File: src/rtl/parity_frame_serializer.sv
`default_nettype none
// ============================================================================
// Module      : parity_frame_serializer
// Description : Takes one DATA_W-bit word per frame over a valid/ready
//               handshake and shifts it out on x LSB-first, one bit per
//               clock. A computed parity bit follows the data bits. Framing
//               strobes mark the active bits, the parity slot and the end of
//               each frame.
// Options     : SER_IDLE_GAP_EN - when defined, din_ready stays low in the
//               parity cycle, so at least one idle bit (x=0) separates
//               consecutive frames. When undefined, a new word can be
//               accepted in the parity cycle and frames run back to back.
// Revision    : 1.0 - initial release
// ============================================================================
module parity_frame_serializer #(
   parameter int DATA_W     = 8,  // data bits per frame, 2..32
   parameter int PARITY_ODD = 0   // 0 = even parity, 1 = odd parity
) (
   input  logic              clk,
   input  logic              reset,        // synchronous, active-low
   input  logic [DATA_W-1:0] din,
   input  logic              din_valid,
   output logic              din_ready,
   output logic              x,
   output logic              frame_active,
   output logic              parity_slot,
   output logic              frame_done
);

   localparam int              CNT_W  = (DATA_W > 1) ? $clog2(DATA_W) : 1;
   localparam logic [CNT_W-1:0] C_LAST = CNT_W'(DATA_W - 1);
   localparam logic            C_ODD  = (PARITY_ODD != 0);
`ifdef SER_IDLE_GAP_EN
   localparam logic            C_PAR_READY = 1'b0;
`else
   localparam logic            C_PAR_READY = 1'b1;
`endif

   typedef enum logic [1:0] {
      S_IDLE  = 2'd0,
      S_SHIFT = 2'd1,
      S_PAR   = 2'd2
   } state_t;

   state_t            state_q;
   logic [DATA_W-1:0] shreg_q;   // bit 0 is the bit currently on x
   logic [CNT_W-1:0]  cnt_q;     // index of the data bit currently on x
   logic              par_q;     // XOR of the data bits already shifted out
   logic              x_q;
   logic              active_q;
   logic              slot_q;
   logic              done_q;
   logic              ready_q;

   // ready_q is only ever high in IDLE or PAR, so an accept always starts a frame
   logic w_accept;
   assign w_accept = din_valid && ready_q;

   // Frame FSM with all outputs registered alongside the state
   always_ff @(posedge clk) begin
      if (!reset) begin
         state_q  <= S_IDLE;
         shreg_q  <= '0;
         cnt_q    <= '0;
         par_q    <= 1'b0;
         x_q      <= 1'b0;
         active_q <= 1'b0;
         slot_q   <= 1'b0;
         done_q   <= 1'b0;
         ready_q  <= 1'b0;
      end else begin
         // Leaving the parity cycle, either way, ends the frame
         done_q <= (state_q == S_PAR);
         if (w_accept) begin
            state_q  <= S_SHIFT;
            shreg_q  <= din;
            cnt_q    <= '0;
            par_q    <= 1'b0;
            x_q      <= din[0];
            active_q <= 1'b1;
            slot_q   <= 1'b0;
            ready_q  <= 1'b0;
         end else begin
            case (state_q)
               S_SHIFT: begin
                  shreg_q <= shreg_q >> 1;
                  par_q   <= par_q ^ shreg_q[0];
                  cnt_q   <= cnt_q + 1'b1;
                  if (cnt_q == C_LAST) begin
                     // Last data bit leaves now; parity covers all DATA_W bits
                     state_q <= S_PAR;
                     x_q     <= par_q ^ shreg_q[0] ^ C_ODD;
                     slot_q  <= 1'b1;
                     ready_q <= C_PAR_READY;
                  end else begin
                     x_q <= shreg_q[1];
                  end
               end
               default: begin
                  // IDLE, or PAR with no new word: sit idle and offer ready
                  state_q  <= S_IDLE;
                  x_q      <= 1'b0;
                  active_q <= 1'b0;
                  slot_q   <= 1'b0;
                  ready_q  <= 1'b1;
               end
            endcase
         end
      end
   end

   assign din_ready    = ready_q;
   assign x            = x_q;
   assign frame_active = active_q;
   assign parity_slot  = slot_q;
   assign frame_done   = done_q;

endmodule
`default_nettype wire

File: config.mk
export PLATFORM = sky130hd
export DESIGN_NAME = parity_frame_serializer
export DESIGN_NICKNAME = d
export VERILOG_FILES = /design/src/rtl/parity_frame_serializer.sv
export SDC_FILE = /design/constraint.sdc
export NUM_CORES = 1
export LEC_CHECK = 0
export ABC_AREA = 1
export BUFFER_PORTS_ARGS = -buffer_cell sky130_fd_sc_hd__buf_4
export CAP_MARGIN = 25
export CORE_MARGIN = 4
export CORE_UTILIZATION = 50
export DETAILED_ROUTE_END_ITERATION = 12
export PLACE_DENSITY = 0.73
export SLEW_MARGIN = 15
export SYNTH_ARGS = -nofsm -noshare
export SYNTH_HDL_FRONTEND = slang
export SYNTH_SLANG_ARGS = --single-unit
File: constraint.sdc
create_clock -name clk -period 2.9 [get_ports clk]
set_input_delay 0.58 -clock clk [delete_from_list [all_inputs] [get_ports clk]]
set_output_delay 0.58 -clock clk [all_outputs]
set_load 0.03 [all_outputs]
==> impl_metrics.csv <==
group,metric,value,unit
yosys,synth_nets,121,
cts,post_cts_resized,0,
finish,drive_above_1_share,33.1,%
cts,hold_buffers,0,
finish,diodes,0,
finish,syn2layout_area_growth,17.9,%
drt,drc_errors,0,
critical_path,path_cells,"buf_4",
drt,drt-initial-drc-count,6,
grt,antenna_found_initial,0,
grt,grt_pass1_wl,2930,µm
yosys,synth_edf_count,0,
finish,stdcell_area,1000,µm²
sta,timing.final.crit_share,49.5,%
worst_hold_path,min_path_type,"reg -> reg",
floorplan,die-area,2430,µm²
worst_hold_path,min_to,"shreg_q[7]$_SDFFE_PN0P_",
pwr,irDropWorstVdd,0.320,mV
sta,skew,0.00244,ns
run,cap_violations,0,
placement,hpwl,1190,µm
placement,gp_congestion,0.749,
finish,nNetsFinal,139,
cts,cts_buffer_depth,2,
yosys,synth_flop_cell,"dfxtp_1",
drt,wl_met2,792,µm
pwr,p_per_area,491,nW/µm²
sta,max_freq,697,MHz
cts,clock-sinks,18,
critical_path,r2r_start,"din_ready$_SDFFE_PP0P_",
drt,wl_met3,78,µm
drt,drt-met1-wl,732,µm
yosys,synthXorXnorAreaFrac,1.03,%
critical_path,critPathTopFamily,"flip-flops",
critical_path,r2r_end,"shreg_q[0]$_SDFFE_PN0P_",
critical_path,path_max_fanout,3,
sta,setup_viol,0,
floorplan,start_util,54.7,%
grt,grt_pass1_vias,674,
yosys,synth_cells,107,
drt,postRouteAntennaNets,0,
cts,cts_root_buf,"clkbuf_4",
placement,place_area,968,µm²
critical_path,cp_num_buf_inv,1,
grt,grt_max_degree,12,
outcome,status,"complete, no violations",
yosys,synth-seq-cells,18,
yosys,synth.avg_cell_area,7.96,µm²
sta,fin_crit,1.43,ns
worst_hold_path,hold_start,"shreg_q[7]$_SDFFE_PN0P_",
yosys,synth_top_area_cell,"dfxtp_1",
sta,setup_tns,0,ns
yosys,synth_fa_ha_area_share,4.41,%
critical_path,ff2ff_setup_slack,1.65,ns
yosys,yosysWarningCount,0,
yosys,async_flop_share,0,%
placement,io_buffers,15,
worst_hold_path,min_path_cells,2,
cts,worstSkewPairLatency,0.29,ns
critical_path,worstSetupPathType,"reg -> out",
critical_path,cp-start-kind,"register",
critical_path,r2r_cells,6,
floorplan,fp.dieH,49.3,µm
yosys,synth_most_common_cell,"nand2_1",
cts,clk_pin_slew_worst_paths,0.10,ns
cts,cts_buffers,3,
drt,wirelength,1610,µm
sta,finalHoldViolCount,0,
drt,highest_layer,"met4",
yosys,ys_top_cells_by_count,"nand2_1 (39), dfxtp_1 (18), a21oi_2 (9)",
grt,grt-ovfl-total,0,
sta,hold_slack,0.472,ns
critical_path,slowest_stage,"dfxtp_1",
critical_path,crit_arrival,0.85,ns
yosys,synth_cell_types,19,
yosys,synth_top_cell_area_share,42.3,%
yosys,synth_compound_area_share,12.2,%
yosys,synth_top_family_by_area,"simple AND/OR/NAND/NOR gates",
critical_path,cp.required,2.32,ns
sta,rsz0062_at_grt,"false",
floorplan,io-pin-count,16,
drt,viasPerCell,5.14,
yosys,synth_mux_area_share,0,%
critical_path,critPathMaxStageDelay,0.39,ns
yosys,synth_area,852,µm²
drt,vias,719,
yosys,yosys.area_share.simple,33.8,%
sta,tightest_slew,0.528,ns
sta,slew_headroom,64.8,%
drt,wl_per_cell,11.5,µm
floorplan,core_area,1560,µm²
floorplan,num_rows,14,
cts,htreeDepth,1,
critical_path,crit_path_end_kind,"output port",
sta,final-max-slew-violation-count,0,
yosys,synth_area_leaders,"dfxtp_1 (42%), nand2_1 (17%), a21oi_2 (9.3%), nand2_2 (5.9%), ha_1 (4.4%)",
pwr,leakagePower,0.443,nW
yosys,yosysSeqAreaShare,42.3,%
drt,firstDrtPassIters,4,
critical_path,startpoint,"din_ready$_SDFFE_PP0P_",
floorplan,die_x,49.3,µm
cts,cts_setup_buffers,0,
cts,cts_tree,"yes",
grt,grt_use_total,15.4,%
==> cells by family after synthesis <==
group           count (synthesis)
fa+ha+maj                       3
simple gates                   62
xor+xnor                        1
compound gates                 13
flops                          18
buf+inv                        10
==> power breakdown <==
part           leakage, nW  switching [W]  total (W)  internal (W)
logic                0.276      0.0000466  0.0000756     0.0000289
registers            0.146     0.00000725   0.000264      0.000256
clock network       0.0210      0.0000777   0.000154     0.0000764
==> cells in the final DEF (no fill, tap or decap), drive strengths merged <==
master  count
dfxtp      18
nand2      49
nor2        8
buf        15
xor2        1
ha          3
nand3       3
a21oi      12
o211a       1
inv         8
clkbuf      4
nor3        2
==> tightest hold or removal path: cells and delay by family, from the launching register on <==
kind	cells	cell delay, ns
AO/OA/AOI/OAI	1	0.04
flip-flops	1	0.32
AND/OR/NAND/NOR	1	0.07
==> sequential cells by signal, indices dropped and copies added, names as in the netlist <==
register,cells
cnt_q,3
x,1
par_q,1
parity_slot,1
frame_done,1
shreg_q,8
frame_active,1
state_q,1
din_ready,1
==> metrics by stage <==
| stage | setup WS (ns) | cells | util [%] | power (W) |
|---|---|---|---|---|
| 2_1_floorplan | 1.73 | 107 | - | 0.000323 |
| 3_3_place_gp | 1.33 | 136 | 62.1 | 0.000344 |
| 3_5_place_dp | 1.30 | 136 | 62.1 | 0.000346 |
| 4_1_cts | 1.46 | 140 | 64.4 | 0.000497 |
| 5_1_grt | 1.43 | 140 | 64.4 | 0.000517 |
| 6_report | 1.47 | 140 | 64.4 | 0.000493 |
==> layout make-up <==
type,instances,area (µm²)
Clock buffer,4,36.3
Sequential cell,18,360
Timing Repair Buffer,15,113
Inverter,8,37.5
Fill cell,150,554
Tap cell,16,20.0
Multi-Input combinational cell,79,438
==> worst max-delay path by stage <==
stage	to	cells past startpoint
after floorplan	shreg_q[1]$_SDFFE_PN0P_	6
after global placement	shreg_q[0]$_SDFFE_PN0P_	7
after detailed placement	cnt_q[2]$_SDFFE_PP0P_	6
after CTS	din_ready	1
after global routing	din_ready	1
final	din_ready	1
==> routing by layer <==
metal | vias to the layer above | global-route usage (%)
li1 | 373 | -
met1 | 331 | 16.9
met2 | 13 | 27.7
met3 | 2 | 4.28
met4 | 0 | 5.69
met5 | - | 0
Note: power is estimated with default switching activity, not from simulation.
